==> config.mk <==
export PLATFORM = sky130hd
export DESIGN_NAME = dnn_act_requant
export DESIGN_NICKNAME = d
export VERILOG_FILES = /design/src/rtl/dnn_pkg.sv /design/src/rtl/dnn_vec_fifo.sv /design/src/rtl/dnn_act_requant.sv
export SDC_FILE = /design/constraint.sdc
export NUM_CORES = 1
export LEC_CHECK = 0
export BUFFER_PORTS_ARGS = -buffer_cell sky130_fd_sc_hd__buf_2
export CAP_MARGIN = 20
export CORE_UTILIZATION = 50
export CTS_CLUSTER_SIZE = 30
export DETAILED_ROUTE_END_ITERATION = 6
export MAX_ROUTING_LAYER = met4
export PLACE_DENSITY = 0.75
export SYNTH_ARGS = -nofsm -noshare
export SYNTH_HDL_FRONTEND = slang
export SYNTH_SLANG_ARGS = --single-unit
==> constraint.sdc <==
create_clock -name clk -period 3.8 [get_ports clk]
set_clock_uncertainty 0.05 [all_clocks]
set_input_delay 0.95 -clock clk [delete_from_list [all_inputs] [get_ports clk]]
set_output_delay 0.95 -clock clk [all_outputs]
set_load 0.03 [all_outputs]
==> src/rtl/dnn_pkg.sv <==
// rtl/dnn_pkg.sv - shared constants, activation vector type and requant helper
package dnn_pkg;
    localparam int ACC_SIZE = 17;
    localparam int OUT_SIZE = 7;
    localparam int SHIFT    = 6;
    localparam int LANES    = 4;

    localparam logic [OUT_SIZE-1:0] ACT_MAX = OUT_SIZE'((1 << (OUT_SIZE - 1)) - 1);

    typedef logic [LANES-1:0][OUT_SIZE-1:0] act_vec_t;

    typedef struct packed {
        logic                sat;
        logic [OUT_SIZE-1:0] y;
    } lane_res_t;

    // ReLU, round-half-up right shift, clip to ACT_MAX; sat flags a positive clip
    function automatic lane_res_t relu_requant(input logic signed [ACC_SIZE-1:0] acc);
        logic [ACC_SIZE:0] r;
        logic [ACC_SIZE:0] q;
        lane_res_t         res;
        r       = acc[ACC_SIZE-1] ? '0 : {1'b0, acc};
        q       = (r + ((ACC_SIZE + 1)'(1) << (SHIFT - 1))) >> SHIFT;
        res.sat = q > (ACC_SIZE + 1)'(ACT_MAX);
        res.y   = res.sat ? ACT_MAX : q[OUT_SIZE-1:0];
        return res;
    endfunction
endpackage

==> src/rtl/dnn_vec_fifo.sv <==
// rtl/dnn_vec_fifo.sv - synchronous vector FIFO; output holds last head when empty
module dnn_vec_fifo #(
    parameter int WIDTH = 28,
    parameter int DEPTH = 2
) (
    input  logic             clk,
    input  logic             rst,
    input  logic             push,
    input  logic             pop,
    input  logic [WIDTH-1:0] din,
    output logic [WIDTH-1:0] dout,
    output logic             full,
    output logic             empty
);
    localparam int PW = $clog2(DEPTH);

    logic [WIDTH-1:0] mem [DEPTH];
    logic [PW:0]      wr_ptr;
    logic [PW:0]      rd_ptr;
    logic [WIDTH-1:0] hold_q;
    logic             do_push;
    logic             do_pop;

    assign empty   = (wr_ptr == rd_ptr);
    assign full    = (wr_ptr[PW] != rd_ptr[PW]) && (wr_ptr[PW-1:0] == rd_ptr[PW-1:0]);
    assign do_pop  = pop && !empty;
    // A push into a full FIFO is still taken when the head leaves on the same edge
    assign do_push = push && (!full || do_pop);
    assign dout    = empty ? hold_q : mem[rd_ptr[PW-1:0]];

    always_ff @(posedge clk) begin
        if (rst) begin
            wr_ptr <= '0;
            rd_ptr <= '0;
            hold_q <= '0;
        end else begin
            if (do_push) wr_ptr <= wr_ptr + 1'b1;
            if (do_pop)  rd_ptr <= rd_ptr + 1'b1;
            if (!empty)  hold_q <= dout;
        end
    end

    always_ff @(posedge clk) begin
        if (do_push) mem[wr_ptr[PW-1:0]] <= din;
    end
endmodule

==> src/rtl/dnn_act_requant.sv <==
// rtl/dnn_act_requant.sv - MAC capture, ReLU/requant/saturate, vector FIFO to next layer
module dnn_act_requant #(
    parameter int ACC_SIZE   = dnn_pkg::ACC_SIZE,
    parameter int OUT_SIZE   = dnn_pkg::OUT_SIZE,
    parameter int SHIFT      = dnn_pkg::SHIFT,
    parameter int FIFO_DEPTH = 2
) (
    input  logic                       clk,
    input  logic                       rst,
    input  logic                       mac_ready,
    input  logic signed [ACC_SIZE-1:0] mac4,
    input  logic signed [ACC_SIZE-1:0] mac5,
    input  logic signed [ACC_SIZE-1:0] mac6,
    input  logic signed [ACC_SIZE-1:0] mac7,
    input  logic                       next_busy,
    output logic signed [OUT_SIZE-1:0] x0,
    output logic signed [OUT_SIZE-1:0] x1,
    output logic signed [OUT_SIZE-1:0] x2,
    output logic signed [OUT_SIZE-1:0] x3,
    output logic                       in_ready,
    output logic                       ovf,
    output logic [7:0]                 sat_cnt
);
    import dnn_pkg::*;

    localparam int AW = ACC_SIZE + 1;
    localparam int VW = LANES * OUT_SIZE;
    localparam logic [AW-1:0] RND  = AW'(1) << (SHIFT - 1);
    localparam logic [AW-1:0] QMAX = AW'((1 << (OUT_SIZE - 1)) - 1);

    logic                       s1_valid;
    logic signed [ACC_SIZE-1:0] s1_mac [LANES];
    logic [VW-1:0]              s2_vec;
    logic [LANES-1:0]           lane_sat;
    logic [2:0]                 sat_add;
    logic [8:0]                 sat_sum;
    logic [VW-1:0]              head;
    logic                       fifo_full;
    logic                       fifo_empty;
    logic                       pop;

    always_ff @(posedge clk) begin
        if (rst) s1_valid <= 1'b0;
        else     s1_valid <= mac_ready;
    end

    always_ff @(posedge clk) begin
        if (mac_ready) begin
            s1_mac[0] <= mac4;
            s1_mac[1] <= mac5;
            s1_mac[2] <= mac6;
            s1_mac[3] <= mac7;
        end
    end

    // S2 is combinational off S1 so the vector lands in the FIFO two edges after mac_ready
    for (genvar i = 0; i < LANES; i++) begin : g_lane
        logic [AW-1:0] r;
        logic [AW-1:0] q;
        assign r           = s1_mac[i][ACC_SIZE-1] ? '0 : {1'b0, s1_mac[i]};
        assign q           = (r + RND) >> SHIFT;
        assign lane_sat[i] = q > QMAX;
        assign s2_vec[i*OUT_SIZE +: OUT_SIZE] = lane_sat[i] ? QMAX[OUT_SIZE-1:0] : q[OUT_SIZE-1:0];
    end

    always_comb begin
        sat_add = '0;
        for (int i = 0; i < LANES; i++) sat_add = sat_add + 3'(lane_sat[i]);
    end

    assign sat_sum = {1'b0, sat_cnt} + 9'(sat_add);

    always_ff @(posedge clk) begin
        if (rst) begin
            sat_cnt <= '0;
            ovf     <= 1'b0;
        end else if (s1_valid) begin
            sat_cnt <= sat_sum[8] ? 8'hFF : sat_sum[7:0];
            if (fifo_full && !pop) ovf <= 1'b1;
        end
    end

    assign in_ready = !fifo_empty;
    assign pop      = in_ready && !next_busy;

    dnn_vec_fifo #(
        .WIDTH (VW),
        .DEPTH (FIFO_DEPTH)
    ) u_fifo (
        .clk   (clk),
        .rst   (rst),
        .push  (s1_valid),
        .pop   (pop),
        .din   (s2_vec),
        .dout  (head),
        .full  (fifo_full),
        .empty (fifo_empty)
    );

    assign x0 = head[0*OUT_SIZE +: OUT_SIZE];
    assign x1 = head[1*OUT_SIZE +: OUT_SIZE];
    assign x2 = head[2*OUT_SIZE +: OUT_SIZE];
    assign x3 = head[3*OUT_SIZE +: OUT_SIZE];
endmodule

==> flow_summary_export.csv <==
group,metric,value,unit
pwr,p_per_area,630,mW/mm2
critical_path,slowest_stage,"fa_1",
drt,drt-initial-drc-count,151,
critical_path,reg2reg_depth,15,
clocking,clock_tree.root_cell,"clkbuf_16",
sta,fin_hold_ws,418,ps
critical_path,start_kind,"flip-flop",
clocking,cts_hold_buf,0,
die,boundaryPins,110,
critical_path,ff2ff_setup_slack,210,ps
clocking,h-tree-depth,4,
die,start_util,51.6,%
critical_path,path_buf_inv,1,
grt,grt_max_degree,50,
drt,via_per_inst,5.16,
die,die-area,0.0130,mm2
logic_synthesis,ys_seq_elements,147,
drt,ant_nets,0,
logic_synthesis,synth_top_flop_cell,"edfxtp_1",
critical_path,critical_path_class,"reg -> reg",
die,row_count,40,
sta,worst_pin_slew,908,ps
logic_synthesis,synth_edf_count,104,
die,core,0.0121,mm2
die,die_height,114,um
final_layout,multi_input_area,0.00225,mm2
clocking,cts_tree,"built",
critical_path,crit_chain,"nor2b_2 > ha_2 > nand4_1 > o21a_1 > nor3_4 > nand2_1 > and2_1 > fa_1 > inv_1 > fa_2 > fa_2 > nand3_2 > nand2_1 > mux2i_1 > nor2_1",
drt,drt_first_pass_iters,4,
sta,finalSetupViolations,0,
clocking,clkTransAtPathRegs,60,ps
grt,grt_pass1_vias,4091,
critical_path,crit_path_max_fanout,4,
sta,slew_violations,0,
clocking,cts-buffers-inserted,17,
clocking,cts.path.max_buffers,2,
logic_synthesis,syn_area,0.00625,mm2
final_layout,antenna_cells,0,
sta,tns,0,ps
worst_hold_path,min_to,"ovf$_SDFFE_PP0P_",
worst_hold_path,min_path_type,"reg -> reg",
sta,rsz0062_at_grt,"false",
worst_hold_path,min_path_cells,2,
pwr,ir_worst_vdd,323,uV
critical_path,critical_path_required,4020,ps
logic_synthesis,postSynthAreaPerCell,12.2,um2
placed_design,portBuffers,89,
logic_synthesis,ys_warn_count,0,
critical_path,r2r-start,"s1_mac[0][16]$_DFFE_PP_",
logic_synthesis,async_flop_share,0,%
placed_design,gp_congestion,0.841,
drt,drc,0,
die,dieWidth,114,um
sta,period_needed,3590,ps
sta,finalHoldViolCount,0,
critical_path,worst_path_largest_cell_delay,510,ps
logic_synthesis,syn_inst,514,
drt,num_vias,4156,
logic_synthesis,synth.yosys.seq_area_share,63.7,%
drt,routedWlPerCell,14.1,um
final_layout,regArea,0.00399,mm2
grt,antenna_found_initial,0,
sta,slew_headroom,39.5,%
final_layout,layout.nets,705,
logic_synthesis,yosysUniqueCellTypes,52,
outcome,status,"completed",
grt,grt_first_pass_wirelength,18.4,mm
critical_path,path_delay_family,"adder cells",
final_layout,syn2layout_area_growth,22.2,%
final_layout,layout_common_cells,"edfxtp_1 (104), buf_2 (89), nor2_1 (61), dfxtp_1 (42), a21oi_1 (40)",
drt,wl,11.3,mm
run,drv_cap,0,
final_layout,n_fill_cell,943,
sta,max_freq,278,MHz
final_layout,post-route-util,63.1,%
clocking,clk_latency,410,ps
final_layout,drive_above_1_share,24.8,%
critical_path,cp_data_arrival_time,3810,ps
final_layout,final_common_cell,"edfxtp_1",
grt,grt_use_total,19.4,%
critical_path,critPathCaptureType,"flip-flop",
placed_design,hpwl,7.60,mm
pwr,p_leak,2.90,nW
clocking,clock-sinks,147,
grt,overflow,0,
worst_hold_path,hp-start,"ovf$_SDFFE_PP0P_",
critical_path,r2r-end,"sat_cnt[7]$_SDFFE_PP0P_",
sta,fin_crit_sh,94.5,%
[flip-flops by register name, indices dropped and copies added, names as in the netlist, named ones only]
register       count
u_fifo.mem        56
s1_mac            48
u_fifo.hold_q     28
sat_cnt            8
u_fifo.rd_ptr      2
u_fifo.wr_ptr      2
ovf                1
s1_valid           1
[cells in the mapped netlist (6+ instances only)]
cell type	number	area share (%)
inv_1	8	0.48
o21ai_0	14	1.1
nor3_1	7	0.56
xor2_1	7	0.98
nand2_1	17	1.0
clkbuf_1	9	0.54
buf_2	7	0.56
a21oi_1	40	3.2
nand3_1	21	1.7
nor2_1	63	3.8
nand3b_1	6	0.72
dfxtp_1	43	14
edfxtp_1	104	50
mux2i_1	33	5.3
xnor2_1	18	2.5
and3_1	8	0.80
nor2b_1	41	4.1
[worst min-delay path: stages, from the launching register on]
cell	delay (ps)
dfxtp_1	330
a21oi_1	40
nor2_1	70
[routing by layer]
metal | GRT usage, % | vias up | wire, um
li1 | - | 2068 | -
met1 | 20.2 | 1957 | 4660
met2 | 33.9 | 103 | 5950
met3 | 5.10 | 28 | 431
met4 | 10.0 | 0 | 301
met5 | - | - | 0
[how the worst max path moves through the flow]
stage / start / endpoint / slack [ps] / depth (start not counted)
finish: s1_mac[0][16]$_DFFE_PP_ / sat_cnt[7]$_SDFFE_PP0P_ / 210 / 15
global placement: s1_mac[0][16]$_DFFE_PP_ / sat_cnt[0]$_SDFFE_PP0P_ / 20 / 15
global route: s1_mac[0][8]$_DFFE_PP_ / sat_cnt[6]$_SDFFE_PP0P_ / 20 / 14
floorplan: s1_mac[0][16]$_DFFE_PP_ / sat_cnt[0]$_SDFFE_PP0P_ / 50 / 15
CTS: s1_mac[0][16]$_DFFE_PP_ / sat_cnt[0]$_SDFFE_PP0P_ / 40 / 15
detailed placement: s1_mac[0][16]$_DFFE_PP_ / sat_cnt[5]$_SDFFE_PP0P_ / -120 / 15
[kinds of logic after synthesis]
logic type	synth area share, %
xor+xnor	3.50
other cells	0.0600
fa+ha+maj	1.96
buf+inv	1.76
simple gates	16.3
compound gates	7.26
flops	63.7
mux	5.46
[report_power, final]
group	total, mW	leakage, nW	switching, mW	internal [mW]
logic	1.15	1.28	0.754	0.395
registers	2.02	1.33	0.117	1.90
clock network	1.64	0.289	0.597	1.05
total	4.81	2.90	1.47	3.35
[final cells by class]
cell class                 count  share of cell area, %
sequential                   147                   52.1
clock inverter                 9                   1.33
clock buffer                  23                   6.52
inverter                       8                  0.393
tap                          168                   2.75
timing repair buffer         103                   7.37
multi-input combinational    348                   29.5
[stage by stage]
stage               setup slack [ps]  power [mW]  cells  instance area, um2
finish                           209        4.81    806                7640
global route                    21.6        5.04    806                7640
CTS                             42.2        4.85    805                7570
detailed placement              -122        3.20    772                6950
global placement                23.9        3.16    772                6950
floorplan                       52.5        2.86    521                6280
[repair_timing]
item,in CTS,in global routing
setup endpoints to repair,7,8
gates resized for setup,2,12
setup buffers,1,0
pin swaps,1,3
(Power assumes the default switching activity.)
